### src/rtl/vend_pkg.sv
// Shared types and defaults for the vending transaction controller and its core.
package vend_pkg;
  localparam int N_ITEMS    = 10;
  localparam int CREDIT_MAX = 99;

  typedef enum logic [2:0] {
    S_IDLE      = 3'd0,
    S_COLLECT   = 3'd1,
    S_ISSUE     = 3'd2,
    S_WAIT_DONE = 3'd3,
    S_REFUND    = 3'd4
  } ctrl_state_t;

  typedef enum logic [1:0] {
    VM_IDLE     = 2'd0,
    VM_CHECK    = 2'd1,
    VM_DISPENSE = 2'd2,
    VM_ERROR    = 2'd3
  } vm_state_t;

  // 8-bit sum so the credit-limit compare cannot wrap
  function automatic logic [7:0] credit_sum(input logic [6:0] a, input logic [6:0] b);
    return {1'b0, a} + {1'b0, b};
  endfunction
endpackage

### src/rtl/vend_stock.sv
// Per-item 4-bit stock counters with restock, guarded decrement and an empty query.
module vend_stock #(
  parameter int N_ITEMS    = vend_pkg::N_ITEMS,
  parameter int STOCK_INIT = 3
) (
  input  logic       clk,
  input  logic       rst_n,
  input  logic       restock,
  input  logic       dec_en,
  input  logic [3:0] dec_id,
  input  logic [3:0] query_id,
  output logic       empty
);
  logic [N_ITEMS:1][3:0] stock;

  always_ff @(posedge clk or negedge rst_n) begin
    if (!rst_n) begin
      stock <= {N_ITEMS{4'(STOCK_INIT)}};
    end else if (restock) begin
      stock <= {N_ITEMS{4'(STOCK_INIT)}};
    end else if (dec_en) begin
      for (int i = 1; i <= N_ITEMS; i++)
        if (dec_id == 4'(i) && stock[i] != 4'd0) stock[i] <= stock[i] - 4'd1;
    end
  end

  // Out-of-range IDs read as empty; the controller screens them before use.
  always_comb begin
    empty = 1'b1;
    for (int i = 1; i <= N_ITEMS; i++)
      if (query_id == 4'(i)) empty = (stock[i] == 4'd0);
  end
endmodule

### src/rtl/vend_txn_ctrl.sv
// Coin/selection sequencer in front of the vending core: credit, timeout, watchdog, refund.
module vend_txn_ctrl #(
  parameter int N_ITEMS     = vend_pkg::N_ITEMS,
  parameter int STOCK_INIT  = 3,
  parameter int CREDIT_MAX  = vend_pkg::CREDIT_MAX,
  parameter int TIMEOUT_CYC = 1000,
  parameter int WD_CYC      = 8
) (
  input  logic       clk,
  input  logic       rst_n,
  input  logic       coin_valid,
  input  logic [6:0] coin_amt,
  input  logic       sel_valid,
  input  logic [3:0] sel_id,
  input  logic       cancel,
  input  logic       restock,
  output logic       vm_coin,
  output logic [6:0] vm_value,
  output logic [3:0] vm_id,
  input  logic       vm_product,
  input  logic       vm_error,
  input  logic [6:0] vm_change,
  input  logic       vm_done,
  output logic [6:0] credit,
  output logic       coin_reject,
  output logic       sel_err,
  output logic       sold_out,
  output logic       refund_valid,
  output logic [6:0] refund_amt,
  output logic       vend_ok,
  output logic       fault,
  output logic       busy,
  output logic [2:0] state_o
);
  import vend_pkg::*;

  localparam int TW = $clog2(TIMEOUT_CYC + 1);
  localparam int WW = $clog2(WD_CYC + 1);

  ctrl_state_t   state;
  logic [TW-1:0] tmo_cnt;
  logic [WW-1:0] wd_cnt;
  logic          cap_prod, cap_err;
  logic [6:0]    cap_chg;

  logic [7:0] sum;
  logic       coin_fits, sel_bad, item_empty, got_prod, got_err, vend_now;
  logic [6:0] chg_now;

  assign sum        = credit_sum(credit, coin_amt);
  assign coin_fits  = sum <= 8'(CREDIT_MAX);
  assign sel_bad    = (sel_id == 4'd0) || (sel_id > 4'(N_ITEMS));
  // A result and vm_done may land in the same cycle, so merge live and captured flags.
  assign got_prod   = vm_product | cap_prod;
  assign got_err    = vm_error | cap_err;
  assign chg_now    = vm_product ? vm_change : cap_chg;
  assign vend_now   = (state == S_WAIT_DONE) && vm_done && got_prod && !got_err;
  assign busy       = (state != S_IDLE);
  assign state_o    = state;

  vend_stock #(.N_ITEMS(N_ITEMS), .STOCK_INIT(STOCK_INIT)) u_stock (
    .clk      (clk),
    .rst_n    (rst_n),
    .restock  (restock && state == S_IDLE),
    .dec_en   (vend_now),
    .dec_id   (vm_id),
    .query_id (sel_id),
    .empty    (item_empty)
  );

  always_ff @(posedge clk or negedge rst_n) begin
    if (!rst_n) begin
      state        <= S_IDLE;
      credit       <= '0;
      tmo_cnt      <= '0;
      wd_cnt       <= '0;
      cap_prod     <= 1'b0;
      cap_err      <= 1'b0;
      cap_chg      <= '0;
      vm_coin      <= 1'b0;
      vm_value     <= '0;
      vm_id        <= '0;
      coin_reject  <= 1'b0;
      sel_err      <= 1'b0;
      sold_out     <= 1'b0;
      refund_valid <= 1'b0;
      refund_amt   <= '0;
      vend_ok      <= 1'b0;
      fault        <= 1'b0;
    end else begin
      vm_coin      <= 1'b0;
      coin_reject  <= 1'b0;
      sel_err      <= 1'b0;
      sold_out     <= 1'b0;
      refund_valid <= 1'b0;
      refund_amt   <= '0;
      vend_ok      <= 1'b0;
      fault        <= 1'b0;
      case (state)
        S_IDLE: begin
          if (coin_valid) begin
            if (coin_fits) begin
              credit  <= coin_amt;
              tmo_cnt <= TW'(1);
              state   <= S_COLLECT;
            end else begin
              coin_reject <= 1'b1;
            end
          end
        end
        S_COLLECT: begin
          if (cancel) begin
            coin_reject  <= coin_valid;
            refund_valid <= 1'b1;
            refund_amt   <= credit;
            state        <= S_REFUND;
          end else if (sel_valid && !sel_bad && !item_empty) begin
            coin_reject <= coin_valid;
            vm_coin     <= 1'b1;
            vm_value    <= credit;
            vm_id       <= sel_id;
            state       <= S_ISSUE;
          end else begin
            sel_err  <= sel_valid && sel_bad;
            sold_out <= sel_valid && !sel_bad && item_empty;
            if (coin_valid && coin_fits) begin
              credit  <= sum[6:0];
              tmo_cnt <= TW'(1);
            end else begin
              // tmo_cnt counts cycles since the last accepted coin was sampled
              coin_reject <= coin_valid;
              if (tmo_cnt >= TW'(TIMEOUT_CYC - 1)) begin
                refund_valid <= 1'b1;
                refund_amt   <= credit;
                state        <= S_REFUND;
              end else begin
                tmo_cnt <= tmo_cnt + TW'(1);
              end
            end
          end
        end
        S_ISSUE: begin
          coin_reject <= coin_valid;
          cap_prod    <= 1'b0;
          cap_err     <= 1'b0;
          cap_chg     <= '0;
          wd_cnt      <= '0;
          state       <= S_WAIT_DONE;
        end
        S_WAIT_DONE: begin
          coin_reject <= coin_valid;
          if (vm_product || vm_error) begin
            cap_prod <= vm_product;
            cap_err  <= vm_error;
            cap_chg  <= vm_change;
          end
          if (vm_done) begin
            refund_valid <= 1'b1;
            state        <= S_REFUND;
            if (got_prod && !got_err) begin
              refund_amt <= chg_now;
              vend_ok    <= 1'b1;
            end else begin
              refund_amt <= credit;
            end
          end else if (wd_cnt >= WW'(WD_CYC - 1)) begin
            fault        <= 1'b1;
            refund_valid <= 1'b1;
            refund_amt   <= credit;
            state        <= S_REFUND;
          end else begin
            wd_cnt <= wd_cnt + WW'(1);
          end
        end
        S_REFUND: begin
          coin_reject <= coin_valid;
          credit      <= '0;
          state       <= S_IDLE;
        end
        default: state <= S_IDLE;
      endcase
    end
  end
endmodule

### config.mk
export PLATFORM = sky130hd
export DESIGN_NAME = vend_txn_ctrl
export DESIGN_NICKNAME = d
export VERILOG_FILES = /design/src/rtl/vend_pkg.sv /design/src/rtl/vend_stock.sv /design/src/rtl/vend_txn_ctrl.sv
export SDC_FILE = /design/constraint.sdc
export NUM_CORES = 1
export LEC_CHECK = 0
export CAP_MARGIN = 20
export CORE_ASPECT_RATIO = 1.4
export CORE_UTILIZATION = 45
export CTS_BUF_LIST = sky130_fd_sc_hd__clkbuf_8
export DETAILED_ROUTE_END_ITERATION = 6
export DONT_BUFFER_PORTS = 1
export GPL_ROUTABILITY_DRIVEN = 0
export GPL_TIMING_DRIVEN = 0
export PLACE_DENSITY = 0.63
export SLEW_MARGIN = 10
export SYNTH_ARGS = -nofsm -noshare
export SYNTH_HDL_FRONTEND = slang
export SYNTH_SLANG_ARGS = --single-unit
### constraint.sdc
create_clock -name clk -period 4.15 [get_ports clk]
set_clock_uncertainty 0.1 [all_clocks]
set_input_delay 1.0375 -clock clk [delete_from_list [all_inputs] [get_ports clk]]
set_output_delay 1.0375 -clock clk [all_outputs]
set_load 0.02 [all_outputs]
==> reports/results.txt <==
Largest net degree at the start of global routing - 99
I/O Buffers - 0
DRC errors left - 0
Grt ovf - 0
Row count - 48
Post-CTS sizing - 0
Lkg Pwr - 2.82 nW
Clk_lat worst skew - 0.38 ns
Syn Nets - 655
Yosys reg bits - 98
Clk root buf - clkbuf_8
Die Width - 96.7 um
Synth top area cells - dfrtp_1 (35%), dfstp_2 (9.3%), ha_1 (6.2%), nand2_1 (4.3%), xnor2_1 (4.2%)
First-pass GRT wire length - 22100 um
R2r setup slk - 0.37 ns
CP Launch Type - flop
Setup TNS Final - 0 ns
Slowest stage delay, CP - 0.62 ns
Final hold violations - 0
Worst-path cell with the longest stage delay - dfrtp_1
Post-CTS Hold Buffers - 0
Synth area leader - dfrtp_1
Detailed-router iteration count before antenna repair - 4
Clk sink count - 98
Initial antenna violation count - 0
Core Footprint - 0.0123 mm^2
Yosys cell types - 68
DP Area - 0.00584 mm^2
Yosys warnings - 0
Count leader, synth - dfrtp_1
# setup viols final - 0
Layout cells sized above 1 - 10.7%
Total Wirelength - 13300 um
Final Max Slew Viols - 0
Crit share post-route - 91.0%
R2R depth - 11
Number of global-route vias before repair - 4497
Ys flop type - dfrtp_1
Die Area - 0.0130 mm^2
# IOs - 63
Worst VDD drop - 0.000250 V
Area share of the largest cell type after synthesis - 34.5%
WP data required - 4.31 ns
Post-synth top cells - dfrtp_1 (78), nand2_1 (65), inv_1 (56), nor2_1 (51), ha_1 (28)
Mapped cell area - 0.00565 mm^2
Global Route Usage Sum - 21.4%
Final Net Count - 666
CTS buffer count - 9
Post-synthesis sequential area ratio - 43.8%
Post-CTS setup buffers - 0
Area Overhead vs Synth - 6.47%
Status - complete, no violations
Worst slew pin tran - 0.707 ns
Starting Density - 45.9%
Vias/cell - 5.70
Max Cap Viol - 0
Critical path arrival - 3.94 ns
Chip Height - 135 um
PwrDens - 543 mW/mm^2
Crit-path max FO - 7
Post-synth EDFFs - 0
Via count - 4363
Min cycle time layout - 3.78 ns
Ant. Diodes - 0
CTS tree - built
RSZ-0062 raised after global routing - false
CTS Buffer Depth - 2
Min-Delay Path Class - in2async
CTS clk-pin slew, worst paths - 0.10 ns
WS Path Type - reg2reg
Syn_area_per_cell - 9.43 um^2
Post-synth ARST share - 100%
Drt wl/cell - 17.4 um
Initial DRC count - 143
Maximum operating frequency - 265 MHz
Final non-filler cell area - 0.00602 mm^2
Routed Antenna Nets - 0
CP endpoint kind - flop
Cells after Synth - 599
H-tree levels - 3
CP cell instances - ha_1, inv_1, fa_1, nor2b_1, o31ai_1, a311oi_1, a2111o_1, nand2_1, a221o_1, buf_6, mux2_4
Post-DP HPWL - 10000 um
Slew HR - 52.5%
[critical path, delay by kind of cell (launching register included)]
| kind | cells | cell delay [ns] |
|---|---|---|
| AO/OA/AOI/OAI | 4 | 1.22 |
| adder cells (fa/ha/maj) | 2 | 0.68 |
| flip-flops | 1 | 0.62 |
| AND/OR/NAND/NOR | 2 | 0.53 |
| multiplexers | 1 | 0.29 |
| buffers and inverters | 2 | 0.22 |
[state kept, by name, indices dropped and copies added (netlist names)]
name / flops
credit: 7
fault: 1
coin_reject: 1
state_o: 3
tmo_cnt: 10
refund_amt: 7
vm_coin: 1
cap_err: 1
vend_ok: 1
vm_value: 7
wd_cnt: 4
cap_chg: 7
sold_out: 1
vm_id: 4
refund_valid: 1
u_stock.stock: 40
sel_err: 1
cap_prod: 1
[layout make-up]
type	instances	area, um^2
plain buffers	30	129
clock buffers	9	124
fillers	1146	6300
inverters	56	210
clock inverters	7	53.8
flip-flops and latches	98	2480
multi-input cells	415	2830
well taps	150	188
[layout by cell type (no fill, tap or decap), types with 5 or more instances in the layout]
master / netlist / final
a211oi_1: 6 / 6
a21oi_1: 21 / 21
a22o_1: 5 / 5
a311oi_1: 5 / 5
clkbuf_1: 23 / 23
clkbuf_8: 0 / 9
dfrtp_1: 78 / 78
dfstp_2: 20 / 20
ha_1: 28 / 28
inv_1: 56 / 57
mux2_2: 12 / 12
mux2_4: 6 / 6
mux2i_1: 10 / 10
nand2_1: 65 / 65
nand2b_1: 7 / 7
nand3_1: 15 / 15
nor2_1: 51 / 51
nor3_1: 12 / 12
nor3b_1: 9 / 9
nor4_1: 7 / 7
o211ai_1: 9 / 9
o21ai_0: 25 / 25
o22ai_1: 12 / 12
or3_1: 5 / 5
xnor2_1: 27 / 27
[where the power goes]
group	switching, mW	internal, mW
Clock	0.345	0.221
Sequential	0.333	1.10
Combinational	0.727	0.536
[logic make-up (layout without fill, tap and decap cells)]
logic type               after synthesis  count (layout)  share of synthesized area [%]
buffers and inverters                 86             102                           6.00
XOR/XNOR                              31              31                           4.81
AO/OA/AOI/OAI                        121             121                           14.6
AND/OR/NAND/NOR                      206             206                           18.5
adder cells (fa/ha/maj)               29              29                           6.55
flip-flops                            98              98                           43.8
multiplexers                          28              28                           5.76
[through the flow]
step	worst slack [ns]	util, %	power (mW)	hold WS, ns	std cells
global placement	0.110	47.4	2.67	0.379	749
floorplan	0.585	-	2.36	0.343	599
global route	0.197	48.9	3.48	0.222	765
detailed placement	0.0511	47.4	2.71	0.382	749
finish	0.374	48.9	3.26	0.255	765
CTS	0.386	48.9	3.29	0.222	765
[path summary, 6_finish.rpt]
kind | start | end
worst max register to register | credit[0] | credit[5]
worst max-delay path | credit[0] | credit[5]
min in group clk | tmo_cnt[9] | tmo_cnt[9]
worst min-delay path | rst_n | u_stock.stock[34]
max in group asynchronous | rst_n | u_stock.stock[9]
worst min register to register | tmo_cnt[9] | tmo_cnt[9]
[layer usage]
layer  vias to the layer above  global-route usage, %  share of wire [%]  routed length [um]
li1                       2102                      -                  -                   -
met1                      2102                   24.0                 40                5290
met2                       130                   38.1                 51                6810
met3                        29                   6.57                6.5                 870
met4                         0                   8.21                2.6                 343
met5                         -                      0                  0                   0
No activity file was read; power rests on OpenSTA's default activity.
